`config.mk`:
```
export PLATFORM = sky130hd
export DESIGN_NAME = edge_generator_flat
export DESIGN_NICKNAME = d
export VERILOG_FILES = /design/src/rtl/edge_gen_pkg.sv /design/src/rtl/edge_generator_if.sv /design/src/rtl/edge_generator_len_counter.sv /design/src/rtl/edge_generator.sv /design/src/flat_wrapper.sv
export SDC_FILE = /design/constraint.sdc
export NUM_CORES = 1
export LEC_CHECK = 0
export BUFFER_PORTS_ARGS = -buffer_cell sky130_fd_sc_hd__buf_2
export CAP_MARGIN = 20
export CORE_UTILIZATION = 40
export DETAILED_ROUTE_END_ITERATION = 8
export PLACE_DENSITY_LB_ADDON = 0.1
export SETUP_SLACK_MARGIN = 0.2
export SYNTH_ARGS = -nofsm -noshare
export SYNTH_HDL_FRONTEND = slang
export SYNTH_HIERARCHICAL = 1
export SYNTH_SLANG_ARGS = --single-unit
```
`constraint.sdc`:
```
create_clock -name clk -period 2.7 [get_ports clk]
set_input_delay 0.405 -clock clk [delete_from_list [all_inputs] [get_ports clk]]
set_output_delay 0.405 -clock clk [all_outputs]
set_load 0.01 [all_outputs]
```
`src/rtl/edge_gen_pkg.sv`:
```
// edge_gen_pkg: shared types and default widths for the edge/pulse generator.
//   edge_gen_state_t : FSM encoding (IDLE, HIGH, LOW)
//   CNT_W / REP_W    : default widths of the phase-length and repeat fields
package edge_gen_pkg;

  typedef enum logic [1:0] {
    IDLE = 2'd0,
    HIGH = 2'd1,
    LOW  = 2'd2
  } edge_gen_state_t;

  localparam int CNT_W = 8;
  localparam int REP_W = 4;

endpackage

```
`src/rtl/edge_generator_if.sv`:
```
// edge_generator_if: pulse-train request channel (valid/ready plus payload).
//   req_valid_i : request valid                      (master -> slave)
//   req_ready_o : generator can accept (IDLE)        (slave  -> master)
//   high_len_i  : high-phase width in cycles, 0 => 1 (master -> slave)
//   low_len_i   : low-phase width in cycles, 0 => 1  (master -> slave)
//   repeat_i    : number of pulses minus 1           (master -> slave)
interface edge_generator_if #(
  parameter int CNT_W = edge_gen_pkg::CNT_W,
  parameter int REP_W = edge_gen_pkg::REP_W
);
  logic             req_valid_i;
  logic             req_ready_o;
  logic [CNT_W-1:0] high_len_i;
  logic [CNT_W-1:0] low_len_i;
  logic [REP_W-1:0] repeat_i;

  modport master (
    output req_valid_i, high_len_i, low_len_i, repeat_i,
    input  req_ready_o
  );

  modport slave (
    input  req_valid_i, high_len_i, low_len_i, repeat_i,
    output req_ready_o
  );
endinterface

```
`src/rtl/edge_generator_len_counter.sv`:
```
// len_counter: loadable down-counter used to time one phase of the pulse.
//   clk, reset : clock, synchronous active-high reset (clears count)
//   load       : load load_val (takes priority over en)
//   load_val   : value loaded; a phase of N cycles loads N-1
//   en         : count down by one, saturating at 0
//   zero       : count is 0 (last cycle of the current phase)
module len_counter #(
  parameter int W = 8
) (
  input  logic         clk,
  input  logic         reset,
  input  logic         load,
  input  logic [W-1:0] load_val,
  input  logic         en,
  output logic         zero
);

  logic [W-1:0] cnt;

  always_ff @(posedge clk) begin
    if (reset)
      cnt <= '0;
    else if (load)
      cnt <= load_val;
    else if (en && cnt != '0)
      cnt <= cnt - W'(1);
  end

  assign zero = (cnt == '0);

endmodule

```
`src/rtl/edge_generator.sv`:
```
// edge_generator: drives a level a_o as a programmable pulse train.
//   clk, reset     : clock, synchronous active-high reset
//   req            : request channel (slave); accepted only in IDLE
//   abort_i        : end the current train at the next edge (ignored in IDLE)
//   a_o            : generated level (registered)
//   rising_edge_o  : one-cycle strobe coincident with a_o 0->1 (registered)
//   falling_edge_o : one-cycle strobe coincident with a_o 1->0 (registered)
//   busy_o         : state != IDLE (decode)
//   done_o         : one-cycle pulse in the first IDLE cycle after a train
module edge_generator
  import edge_gen_pkg::*;
#(
  parameter int CNT_W = edge_gen_pkg::CNT_W,
  parameter int REP_W = edge_gen_pkg::REP_W
) (
  input  logic             clk,
  input  logic             reset,
  edge_generator_if.slave  req,
  input  logic             abort_i,
  output logic             a_o,
  output logic             rising_edge_o,
  output logic             falling_edge_o,
  output logic             busy_o,
  output logic             done_o
);

  localparam logic [CNT_W-1:0] ONE = CNT_W'(1);

  edge_gen_state_t  state;
  logic [CNT_W-1:0] hl_q, ll_q;
  logic [REP_W-1:0] rep_q;       // pulses still to start after the current one
  logic [CNT_W-1:0] hl_in, ll_in;
  logic             accept;
  logic             cnt_load, cnt_zero;
  logic [CNT_W-1:0] cnt_load_val;

  // A zero width would otherwise be meaningless; it behaves as one cycle.
  assign hl_in  = (req.high_len_i == '0) ? ONE : req.high_len_i;
  assign ll_in  = (req.low_len_i  == '0) ? ONE : req.low_len_i;

  // Abort beats a simultaneous request, even in IDLE.
  assign accept = (state == IDLE) && req.req_valid_i && !abort_i;

  assign req.req_ready_o = (state == IDLE);
  assign busy_o          = (state != IDLE);

  // The counter is loaded with width-1 on every phase entry so that it hits
  // zero in the final cycle of that phase.
  always_comb begin
    cnt_load     = 1'b0;
    cnt_load_val = '0;
    case (state)
      IDLE: if (accept) begin
        cnt_load     = 1'b1;
        cnt_load_val = hl_in - ONE;
      end
      HIGH: if (!abort_i && cnt_zero) begin
        cnt_load     = 1'b1;
        cnt_load_val = ll_q - ONE;
      end
      LOW: if (!abort_i && cnt_zero && rep_q != '0) begin
        cnt_load     = 1'b1;
        cnt_load_val = hl_q - ONE;
      end
      default: ;
    endcase
  end

  len_counter #(.W(CNT_W)) u_len (
    .clk      (clk),
    .reset    (reset),
    .load     (cnt_load),
    .load_val (cnt_load_val),
    .en       (busy_o),
    .zero     (cnt_zero)
  );

  always_ff @(posedge clk) begin
    if (reset) begin
      // Reset drops a_o silently: no falling strobe, no done.
      state          <= IDLE;
      a_o            <= 1'b0;
      rising_edge_o  <= 1'b0;
      falling_edge_o <= 1'b0;
      done_o         <= 1'b0;
      hl_q           <= '0;
      ll_q           <= '0;
      rep_q          <= '0;
    end else begin
      rising_edge_o  <= 1'b0;
      falling_edge_o <= 1'b0;
      done_o         <= 1'b0;
      case (state)
        IDLE: if (accept) begin
          state         <= HIGH;
          a_o           <= 1'b1;
          rising_edge_o <= 1'b1;
          hl_q          <= hl_in;
          ll_q          <= ll_in;
          rep_q         <= req.repeat_i;
        end
        HIGH: if (abort_i) begin
          state          <= IDLE;
          a_o            <= 1'b0;
          falling_edge_o <= 1'b1;
          done_o         <= 1'b1;
        end else if (cnt_zero) begin
          state          <= LOW;
          a_o            <= 1'b0;
          falling_edge_o <= 1'b1;
        end
        LOW: if (abort_i) begin
          // a_o is already low, so there is no edge to report.
          state  <= IDLE;
          done_o <= 1'b1;
        end else if (cnt_zero) begin
          if (rep_q != '0) begin
            state         <= HIGH;
            a_o           <= 1'b1;
            rising_edge_o <= 1'b1;
            rep_q         <= rep_q - REP_W'(1);
          end else begin
            state  <= IDLE;
            done_o <= 1'b1;
          end
        end
        default: state <= IDLE;
      endcase
    end
  end

endmodule

```
`src/flat_wrapper.sv`:
```
// flat-port wrapper written by rule: the top's interface ports become plain ports
module edge_generator_flat import edge_gen_pkg::*;
#(
  parameter int CNT_W = edge_gen_pkg::CNT_W,
  parameter int REP_W = edge_gen_pkg::REP_W
)
  (clk, reset, abort_i, a_o, rising_edge_o, falling_edge_o, busy_o, done_o, req_req_valid_i, req_high_len_i, req_low_len_i, req_repeat_i, req_req_ready_o);
  edge_generator_if #(.CNT_W(CNT_W), .REP_W(REP_W)) req_i ();
  input  logic clk;
  input  logic reset;
  input  logic abort_i;
  output logic a_o;
  output logic rising_edge_o;
  output logic falling_edge_o;
  output logic busy_o;
  output logic done_o;
  input wire logic [$bits(req_i.req_valid_i)-1:0] req_req_valid_i;
  input wire logic [$bits(req_i.high_len_i)-1:0] req_high_len_i;
  input wire logic [$bits(req_i.low_len_i)-1:0] req_low_len_i;
  input wire logic [$bits(req_i.repeat_i)-1:0] req_repeat_i;
  output wire logic [$bits(req_i.req_ready_o)-1:0] req_req_ready_o;
  assign req_i.req_valid_i = req_req_valid_i;
  assign req_i.high_len_i = req_high_len_i;
  assign req_i.low_len_i = req_low_len_i;
  assign req_i.repeat_i = req_repeat_i;
  assign req_req_ready_o = req_i.req_ready_o;
  edge_generator #(.CNT_W(CNT_W), .REP_W(REP_W)) u_core (.clk(clk), .reset(reset), .req(req_i), .abort_i(abort_i), .a_o(a_o), .rising_edge_o(rising_edge_o), .falling_edge_o(falling_edge_o), .busy_o(busy_o), .done_o(done_o));
endmodule
```
# ---- Word-level counts from Yosys, hierarchy flattened
# Index checks and enable logic that the tools add are counted.
dict set report word_totals {
  ff_bits 34
  latch_bits 0
  ramBits 0
  mem_bits_ro 0
  inputBits 24
  n_memories 0
}
dict set report op_classes {
  n_addsub 5
  n_mul 0
  n_div 0
  order_cmp 0
  n_eq_ne 8
  n_shift 0
  muxes 42
  bitwise_logic 1
  reduce_logical 21
}
# op n
set op_table {}
lappend op_table {{$mux W8} 7}
lappend op_table {{$sub A8 B1 Y8 const B} 4}
lappend op_table {{$logic_not A8 Y1} 3}
lappend op_table {{$pmux W8 S3} 1}
lappend op_table {{$mux W1} 19}
lappend op_table {{$mux W4} 4}
lappend op_table {{$mux W2} 5}
lappend op_table {{$pmux W4 S2} 1}
lappend op_table {{$reduce_bool A8 Y1} 1}
lappend op_table {{$ne A2 B1 Y1 const B} 3}
lappend op_table {{$ne A3 B2 Y1 const B} 2}
lappend op_table {{$pmux W1 S3} 2}
lappend op_table {{$pmux W2 S3} 1}
lappend op_table {{$reduce_and A6 Y1} 1}
lappend op_table {{$reduce_bool A2 Y1} 3}
lappend op_table {{$logic_and A1 B1 Y1} 5}
lappend op_table {{$reduce_and A5 Y1} 1}
lappend op_table {{$pmux W1 S2} 2}
lappend op_table {{$reduce_bool A4 Y1} 1}
lappend op_table {{$sub A4 B1 Y4 const B} 1}
lappend op_table {{$reduce_and A3 Y1} 1}
lappend op_table {{$reduce_bool A3 Y1} 1}
lappend op_table {{$eq A2 B1 Y1 const B} 1}
lappend op_table {{$eq A2 B2 Y1 const B} 1}
lappend op_table {{other kinds (6)} 6}

# ---- Depth between registers and ports, before layout
# Gate-level depths: netlist of run 1.
dict set report logic_depth {
  ltp_word 6
  depth_mapped 11
}

# ---- Modules after synthesis
# The synthesis of run 1 kept the hierarchy.
# module n_inst cells_each area_per_inst_um2 seq_area_each_um2
set by_module_without_submodules {}
lappend by_module_without_submodules {edge_generator 1 242 1800.5 520.5}
lappend by_module_without_submodules {len_counter 1 59 515.5 160.2}

# ---- Worst setup path before layout of run 1
# No wires, ideal clock.
dict set report synth_timing {
  kind {reg-to-reg}
  startpoint {register u_core.u_len.cnt[2]}
  endpoint {register u_core.u_len.cnt[1]}
  t_arrival_ns 2.814
  t_required_ns 2.566
  slack_ns -0.248
  stages_incl_launch_ff 10
  path_buffers 1
  synth_period_minus_slack_ns 2.948
  cell_sequence {dfxtp_1 or4_4 nor4_1 nor2b_1 nand3_1 a31oi_1 clkbuf_1 clkinv_1 nand4b_1 o211ai_1}
}
dict set report synth_between {
  elab_chain_cells 6
  word_cells_on_any_way 13
  cone_classes {7 x mux; 6 x reduce/logical}
}
# item line_no
set synth_lines {}
lappend synth_lines {{start: declaration} edge_generator_len_counter.sv:18} ;# logic [W-1:0] cnt;
lappend synth_lines {{start signal: assignment} edge_generator_len_counter.sv:24} ;# cnt <= load_val;
lappend synth_lines {{start signal: assignment} edge_generator_len_counter.sv:26} ;# cnt <= cnt - W'(1);
lappend synth_lines {{$logic_not A8 Y1 *} edge_generator_len_counter.sv:29} ;# assign zero = (cnt == '0);
lappend synth_lines {{named net u_core.cnt_zero} edge_generator.sv:34} ;# logic cnt_load, cnt_zero;
lappend synth_lines {{$logic_and A1 B1 Y1 *} {edge_generator.sv:57, edge_generator.sv:61}}
lappend synth_lines {{$logic_and A1 B1 Y1} edge_generator.sv:61} ;# LOW: if (!abort_i && cnt_zero && rep_q != '0) begin
lappend synth_lines {{$mux W1} edge_generator.sv:61}
lappend synth_lines {{$pmux W1 S3 *} edge_generator.sv:52} ;# case (state)
lappend synth_lines {{named net u_core.cnt_load} edge_generator.sv:34}
lappend synth_lines {{$mux W8 / $reduce_bool A2 Y1 (equally long branches)} n/a}
# The timed path passes the listed nets; every way through them passes the cells marked *.
# A chain may end at the register's enable or synchronous reset.

# ---- Worst setup path after layout of run 1
dict set report layout_timing {
  startpoint {register u_core.u_len.cnt[3]}
  endpoint {register u_core.u_len.cnt[7]}
}
dict set report layout_between {
  elab_chain_cells 6
  word_cells_on_any_way 15
  cone_classes {1 x add/sub; 8 x mux; 6 x reduce/logical}
}
# item line_no
set layout_lines {}
lappend layout_lines {{$logic_not A8 Y1 *} edge_generator_len_counter.sv:29}
lappend layout_lines {{named net u_core.cnt_zero} edge_generator.sv:34}
lappend layout_lines {{$logic_and A1 B1 Y1 *} {edge_generator.sv:57, edge_generator.sv:61}}
lappend layout_lines {{$logic_and A1 B1 Y1} edge_generator.sv:61}
lappend layout_lines {{$mux W8} edge_generator.sv:61}
lappend layout_lines {{$pmux W8 S3 *} edge_generator.sv:52}
lappend layout_lines {{named net u_core.cnt_load_val[7]} edge_generator.sv:35} ;# logic [CNT_W-1:0] cnt_load_val;
lappend layout_lines {{$mux W8 *} edge_generator_len_counter.sv:23} ;# else if (load)
# The timed path passes the listed nets; every way through them passes the cells marked *. The select of a mux whose other input is x is not followed.

==> results of run 1 <==
-- flip-flops by register name, summed over array words and instances (netlist names) --
signal	count
u_core/falling_edge_o	1
u_core/ll_q	8
u_core/a_o	1
u_core/rep_q	4
u_core/state	2
u_core/u_len/cnt	8
u_core/rising_edge_o	1
u_core/done_o	1
u_core/hl_q	8
-- layer usage --
metal  wire length [um]  part of all wire  GRT usage
met5                  0                 0          0
met4                 77             0.013     0.0611
met3                208             0.035     0.0407
met2               2680              0.45      0.320
met1               3010              0.50      0.284
-- critical path, delay by kind of cell (launching register included) --
family                 cells  cell delay [ns]
AO/OA/AOI/OAI              4             0.67
buffers and inverters      2             0.35
flip-flops                 1             0.34
AND/OR/NAND/NOR            4             1.04
-- area by class of cell --
cell class / instances / area share
Sequential cell: 34 / 0.244
Clock inverter: 2 / 0.00447
Tap cell: 72 / 0.0322
Timing Repair Buffer: 47 / 0.103
Clock buffer: 6 / 0.0295
Multi-Input combinational cell: 228 / 0.553
Inverter: 25 / 0.0340
-- final timing paths --
check	startpoint	end	slack (ns)	cells after the start
setup / recovery	u_core/u_len/cnt[3]$_SDFFE_PP0P_	u_core/u_len/cnt[7]$_SDFFE_PP0P_	0.21	10
hold / removal	req_low_len_i[3]	u_core/ll_q[3]$_SDFFE_PP0P_	0.37	3
setup reg to reg	u_core/u_len/cnt[3]$_SDFFE_PP0P_	u_core/u_len/cnt[7]$_SDFFE_PP0P_	0.21	10
hold reg to reg	u_core/ll_q[5]$_SDFFE_PP0P_	u_core/ll_q[5]$_SDFFE_PP0P_	0.49	2
-- repair_timing --
item / CTS / global route
gates resized for setup: 0 / 15
pin swaps: 2 / 19
setup buffers: 1 / 8
endpoints found under the setup margin: 2 / 8
-- synthesized netlist by cell type, drive strengths merged (2+ instances only) --
library cell	number	area share
a21oi	38	0.082
nand2	37	0.060
dfxtp	34	0.29
inv	24	0.039
nor2	17	0.028
o21ai	13	0.028
a211oi	11	0.038
ha	11	0.059
nor3	10	0.024
nor3b	9	0.031
clkbuf	8	0.013
nor4	8	0.022
or4	8	0.029
xor2	7	0.026
buf	6	0.015
o31ai	6	0.019
a31oi	5	0.014
o21a	5	0.016
or3	5	0.015
a311oi	3	0.011
nand3b	3	0.0097
o31a	3	0.011
xnor2	3	0.011
a22oi	2	0.0065
and2	2	0.0054
mux2i	2	0.0086
nand2b	2	0.0054
nand3	2	0.0043
or3b	2	0.0076
-- per-stage QoR --
stage           util  setup slack (ns)  area, um2  instances
2_1_floorplan      -             0.333       2330        301
3_3_place_gp   0.464             0.167       2570        397
3_5_place_dp   0.464             0.174       2570        397
4_1_cts        0.483             0.237       2670        406
5_1_grt        0.505             0.115       2800        414
6_report       0.505             0.211       2800        414
-- logic make-up (layout without fill, tap and decap cells) --
kind of cell | Yosys count | in the layout
buffers and inverters | 39 | 80
multiplexers | 2 | 2
XOR/XNOR | 10 | 10
flip-flops | 34 | 34
AND/OR/NAND/NOR | 110 | 110
AO/OA/AOI/OAI | 95 | 95
adder cells (fa/ha/maj) | 11 | 11
-- power by group through the flow --
stage	clock [mW]	combinational, mW	sequential, mW
floorplan	0	0.858	0.709
global placement	0	1.13	0.731
detailed placement	0	1.14	0.732
CTS	0.408	1.15	0.721
global route	0.431	1.43	0.741
finish	0.394	1.30	0.725
==> flow_summary.json, run 1 <==
{
  "status": "complete, no violations",
  "seqPwrFrac": 0.299,
  "p_switching_uw": 998,
  "endpoint_kind": "flip-flop",
  "synth_mux_area_frac": 0.00864,
  "cts_root_buf": "clkbuf_8",
  "finalNetCount": 376,
  "core_mm2": 0.00554,
  "io_pins": 30,
  "gp_congestion": 0.845,
  "place_hpwl_mm": 4.36,
  "die_y_um": 78.1,
  "die_area_mm2": 0.00610,
  "p_comb_frac": 0.538,
  "crit_top_cell": "a211oi_1",
  "grt-ovfl-total": 0,
  "yosys_warnings": 6,
  "num_rows": 27,
  "cts_tree": "built",
  "start_util": 0.418,
  "max-clock-path-buffers": 2,
  "cts_hold_buf": 0,
  "p_sw_frac": 0.413,
  "cp_cell_sequence": "or4_4 > nor4_4 > buf_4 > nand3b_1 > buf_6 > a211oi_1 > a211oi_1 > a21oi_1 > nor2_1 > a211oi_1",
  "grt_max_degree": 39,
  "via_per_inst": 5.52,
  "area.growth.synth_to_final_pct": 20.7,
  "power.leakage_nw": 1.08,
  "cpMaxStageDelayCell": "or4_4",
  "grt_pass1_vias": 2091,
  "layout_commonest_cell": "nand2_1",
  "track_usage": 0.205,
  "yosysSeqAreaShare": 0.294,
  "crit_arrival_ns": 2.69,
  "synth_top_family_by_area": "compound AO/OA/AOI/OAI gates",
  "drc_errors": 0,
  "tns_ns": 0,
  "drt_iter0_drc": 101,
  "ant_nets": 0,
  "synth_cells": 301,
  "layout_common_cells": "nand2_1 (37), a21oi_1 (36), dfxtp_1 (33), buf_2 (29), inv_1 (24)",
  "timing.hold.ws_ns": 0.367,
  "p_int_mw": 1.42,
  "synth_cell_type_count": 53,
  "fillers": 575,
  "max_cap_violations": 0,
  "path_clk_slew_ns": 0.07,
  "synth_edf_count": 0,
  "drive_above_1_share": 0.234,
  "layout.area.seq_um2": 682,
  "synth_fa_ha_area_frac": 0.0594,
  "synthesis.area_mm2": 0.00232,
  "fin_crit_sh": 0.922,
  "rsz0062_at_grt": "true",
  "power_density_mw_per_mm2": 865,
  "die_w_um": 78.1,
  "critPathRequiredTime_ns": 2.90,
  "crit_type": "flip-flop to flip-flop",
  "synth_ff_type": "dfxtp_1",
  "finClkSkew_ns": 0.00407,
  "vias": 2287,
  "synth_xor_area_frac": 0.0378,
  "synth_nets": 336,
  "maxSlewViolCount": 0,
  "hold_viol": 0,
  "ys_ff_latch": 34,
  "h-tree-depth": 2,
  "avgSynthCellArea_um2": 7.69,
  "drt-pass1-iter-count": 4,
  "setup_viol_count_final": 0,
  "async_flop_share": 0,
  "grt_antenna_before_repair": 0,
  "clock-sinks": 34,
  "hold_path_class": "input pin to flip-flop",
  "tightest_slew_ns": 0.735,
  "power_mw": 2.42,
  "multi_input_area_mm2": 0.00155,
  "critPathLaunchType": "flip-flop",
  "peakVddDrop_v": 0.000341,
  "clkPwrFrac": 0.163,
  "cp_slowest_stage_delay_ns": 0.58,
  "drt-total-wl_mm": 5.97,
  "max_clock_freq_mhz": 402,
  "diodes": 0,
  "port_buffers": 29,
  "grt_pass1_wl_mm": 10.0,
  "critPathMaxFanout": 5,
  "maxSlewHeadroom": 0.510,
  "synth_compound_area_frac": 0.274,
  "cts_buffers": 5,
  "detail_route.wl_per_cell_um": 14.4,
  "clk_latency_ns": 0.28,
  "synthSimpleGateAreaFrac": 0.258,
  "layout_min_cycle_time_ns": 2.49
}
Power figures use the tool's default switching activity.
==> inputs of run 2 (changes only) <==
--- a/config.mk
+++ b/config.mk
@@ -5,10 +5,12 @@
 export SDC_FILE = /design/constraint.sdc
 export NUM_CORES = 1
 export LEC_CHECK = 0
+export ABC_AREA = 1
 export BUFFER_PORTS_ARGS = -buffer_cell sky130_fd_sc_hd__buf_2
 export CAP_MARGIN = 20
 export CORE_UTILIZATION = 40
 export DETAILED_ROUTE_END_ITERATION = 8
+export HOLD_SLACK_MARGIN = 0.08
 export PLACE_DENSITY_LB_ADDON = 0.1
 export SETUP_SLACK_MARGIN = 0.2
 export SYNTH_ARGS = -nofsm -noshare
==> constraint.sdc (replaced) <==
create_clock -name clk -period 2.2 [get_ports clk]
set_input_delay 0.33 -clock clk [delete_from_list [all_inputs] [get_ports clk]]
set_output_delay 0.33 -clock clk [all_outputs]
set_load 0.01 [all_outputs]
==> run 2 against run 1 <==
  * Critical path depth is 1 higher
  * Sequential power is 29% higher
  * Critical path type unchanged
  * Maximum frequency is 32% higher
  * Flip-flop and latch count stayed put
  * Sequential share of layout area is 1.1 points lower
  * Largest cell class unchanged
  * Combinational power is 72% higher
  * Design area is 6.2% higher
  * Hold slack worse by 0.099 ns
  * Cell count is 24% higher
  * Synthesized cell count is 31% higher
==> flow_summary.json, run 2 <==
{
  "status": "complete, no violations",
  "dp_cells": 495,
  "grt_pass1_wl_mm": 9.85,
  "tightest_slew_ns": 0.462,
  "holdPathEnd": "u_core/ll_q[0]$_SDFFE_PP0P_",
  "reg2reg_slack_ns": 0.32,
  "drc_errors": 0,
  "max-clock-path-buffers": 2,
  "clk_latency_ns": 0.29,
  "crit_buf_inv": 4,
  "fin_crit_sh": 0.855,
  "via_per_inst": 4.90,
  "die_y_um": 80.3,
  "power.leakage_nw": 1.41,
  "vias": 2516,
  "cts_tree": "built",
  "timing.hold.ws_ns": 0.268,
  "cp_cell_sequence": "inv_1 > ha_2 > nand2_1 > nor2_4 > buf_4 > o31ai_2 > inv_2 > buf_6 > o21ai_1 > nor2_1 > nor2_1",
  "drt-pass1-iter-count": 4,
  "critPathMaxFanout": 8,
  "io_pins": 30,
  "num_rows": 28,
  "fillers": 626,
  "cpMaxStageDelayCell": "dfxtp_4",
  "synth_most_common_cell": "nand2_1",
  "synth_cells": 395,
  "rsz0062_at_grt": "false",
  "whs_path_depth": 3,
  "max_cap_violations": 0,
  "critPathRequiredTime_ns": 2.43,
  "drive_above_1_share": 0.231,
  "ys_ff_latch": 34,
  "finClkSkew_ns": 0.00526,
  "place_hpwl_mm": 4.59,
  "crit_family": "buffers and inverters",
  "netlist_top_cells_area": "dfxtp_1 (28%), nand2_1 (13%), inv_1 (8.9%), nand3_1 (8.4%), nor2_1 (6.7%)",
  "area.growth.synth_to_final_pct": 21.2,
  "h-tree-depth": 2,
  "crit_type": "flip-flop to flip-flop",
  "post-route-worst-setup-slack_ns": 0.319,
  "final_util": 0.502,
  "r2r_end": "u_core/u_len/cnt[1]$_SDFFE_PP0P_",
  "gp_congestion": 0.851,
  "synth_edf_count": 0,
  "finalNetCount": 472,
  "fin_cells": 513,
  "core_mm2": 0.00592,
  "cts_root_buf": "clkbuf_8",
  "drt-total-wl_mm": 6.08,
  "top_regs": "u_core/hl_q (8), u_core/ll_q (8), u_core/u_len/cnt (8)",
  "diodes": 0,
  "yosysSeqAreaShare": 0.278,
  "layout_min_cycle_time_ns": 1.88,
  "crit_top_cell": "nor2_1",
  "clock-sinks": 34,
  "critPathLaunchType": "flip-flop",
  "synth_top_area_share": 0.278,
  "reg2reg_from": "u_core/state[0]$_SDFFE_PP0P_",
  "yosys_warnings": 6,
  "track_usage": 0.197,
  "peakVddDrop_v": 0.000484,
  "hold_viol": 0,
  "synth_nets": 430,
  "die_area_mm2": 0.00644,
  "crit_arrival_ns": 2.11,
  "power_density_mw_per_mm2": 1260,
  "detail_route.wl_per_cell_um": 11.9,
  "endpoint_kind": "flip-flop",
  "maxSlewHeadroom": 0.692,
  "layout_commonest_cell": "nand2_1",
  "die_w_um": 80.3,
  "synth_cell_type_count": 35,
  "grt_max_degree": 20,
  "ant_nets": 0,
  "grt_antenna_before_repair": 0,
  "worstHoldStart": "req_low_len_i[0]",
  "cp_slowest_stage_delay_ns": 0.38,
  "maxSlewViolCount": 0,
  "hold_path_class": "input pin to flip-flop",
  "path_clk_slew_ns": 0.07,
  "port_buffers": 29,
  "max_clock_freq_mhz": 532,
  "reg2reg_depth": 11,
  "grt-ovfl-total": 0,
  "start_util": 0.414,
  "yosys.area.top_type": "dfxtp_1",
  "synthTopCellsByCount": "nand2_1 (85), inv_1 (58), nor2_1 (44)",
  "async_flop_share": 0,
  "avgSynthCellArea_um2": 6.21,
  "layout_common_cells": "nand2_1 (84), inv_1 (54), nor2_1 (41), nand3_1 (38), buf_2 (29)",
  "tns_ns": 0,
  "setup_viol_count_final": 0,
  "drt_iter0_drc": 92,
  "cts_buffers": 5,
  "dp_slack_ns": 0.128,
  "grt_pass1_vias": 2129,
  "synthesis.area_mm2": 0.00245,
  "synth_ff_type": "dfxtp_1"
}
run 2: final cells by class:
| class | instances | area (um2) | share of cell area |
|---|---|---|---|
| multi-input cells | 287 | 1540 | 0.518 |
| flip-flops and latches | 34 | 692 | 0.233 |
| repair buffers | 44 | 282 | 0.0948 |
| inverters | 64 | 249 | 0.0838 |
| well taps | 75 | 93.8 | 0.0316 |
| clock buffers | 5 | 68.8 | 0.0232 |
| clock inverters | 3 | 40.0 | 0.0135 |
| repair inverters | 1 | 7.51 | 0.00253 |
run 2: timing repair:
| item | CTS | global route |
|---|---|---|
| hold buffers | 0 | 0 |
| gates resized for setup | 5 | 30 |
| setup buffers | 1 | 8 |
| endpoints found under the setup margin | 6 | 8 |
| hold endpoints to repair | 0 | 0 |
| pin swaps | 1 | 10 |
| cloned | 0 | 1 |
run 2: logic make-up after synthesis:
kind of cell | after synthesis | synth area share
simple gates | 193 | 0.350
compound gates | 77 | 0.173
buf+inv | 74 | 0.121
flops | 34 | 0.278
fa+ha+maj | 11 | 0.0562
xor+xnor | 6 | 0.0214
run 2: report_power, final:
part	internal (mW)	switching (mW)	total, mW
Clock	0.333	0.244	0.578
Sequential	0.791	0.141	0.932
Combinational	0.867	1.36	2.23
run 2: worst reg2reg max path: cells and delay by family (launching register included):
| family | cells | cell delay [ns] |
|---|---|---|
| AO/OA/AOI/OAI | 2 | 0.43 |
| adder cells (fa/ha/maj) | 1 | 0.21 |
| buffers and inverters | 4 | 0.47 |
| flip-flops | 1 | 0.38 |
| AND/OR/NAND/NOR | 4 | 0.33 |
run 2: worst max path at each step:
stage,from,endpoint,depth (start not counted)
2_1_floorplan,u_core/u_len/cnt[0]$_SDFFE_PP0P_,u_core/u_len/cnt[1]$_SDFFE_PP0P_,14
3_3_place_gp,u_core/u_len/cnt[1]$_SDFFE_PP0P_,u_core/u_len/cnt[1]$_SDFFE_PP0P_,14
3_5_place_dp,u_core/u_len/cnt[1]$_SDFFE_PP0P_,u_core/u_len/cnt[1]$_SDFFE_PP0P_,14
4_1_cts,u_core/u_len/cnt[0]$_SDFFE_PP0P_,u_core/u_len/cnt[1]$_SDFFE_PP0P_,14
5_1_grt,u_core/u_len/cnt[2]$_SDFFE_PP0P_,u_core/u_len/cnt[7]$_SDFFE_PP0P_,14
6_report,u_core/state[0]$_SDFFE_PP0P_,u_core/u_len/cnt[1]$_SDFFE_PP0P_,11
run 2: metrics by stage:
stage / instance area, um2 / power, mW
6_report: 2970 / 3.74
5_1_grt: 2970 / 4.06
4_1_cts: 2800 / 3.47
3_5_place_dp: 2680 / 2.82
3_3_place_gp: 2680 / 2.82
2_1_floorplan: 2450 / 2.40
run 2: metal layers:
| metal | wire (um) | part of all wire | global-route usage |
|---|---|---|---|
| met2 | 2790 | 0.46 | 0.300 |
| met4 | 78 | 0.013 | 0.0768 |
| met3 | 228 | 0.038 | 0.0364 |
| met5 | 0 | 0 | 0 |
| met1 | 2990 | 0.49 | 0.273 |
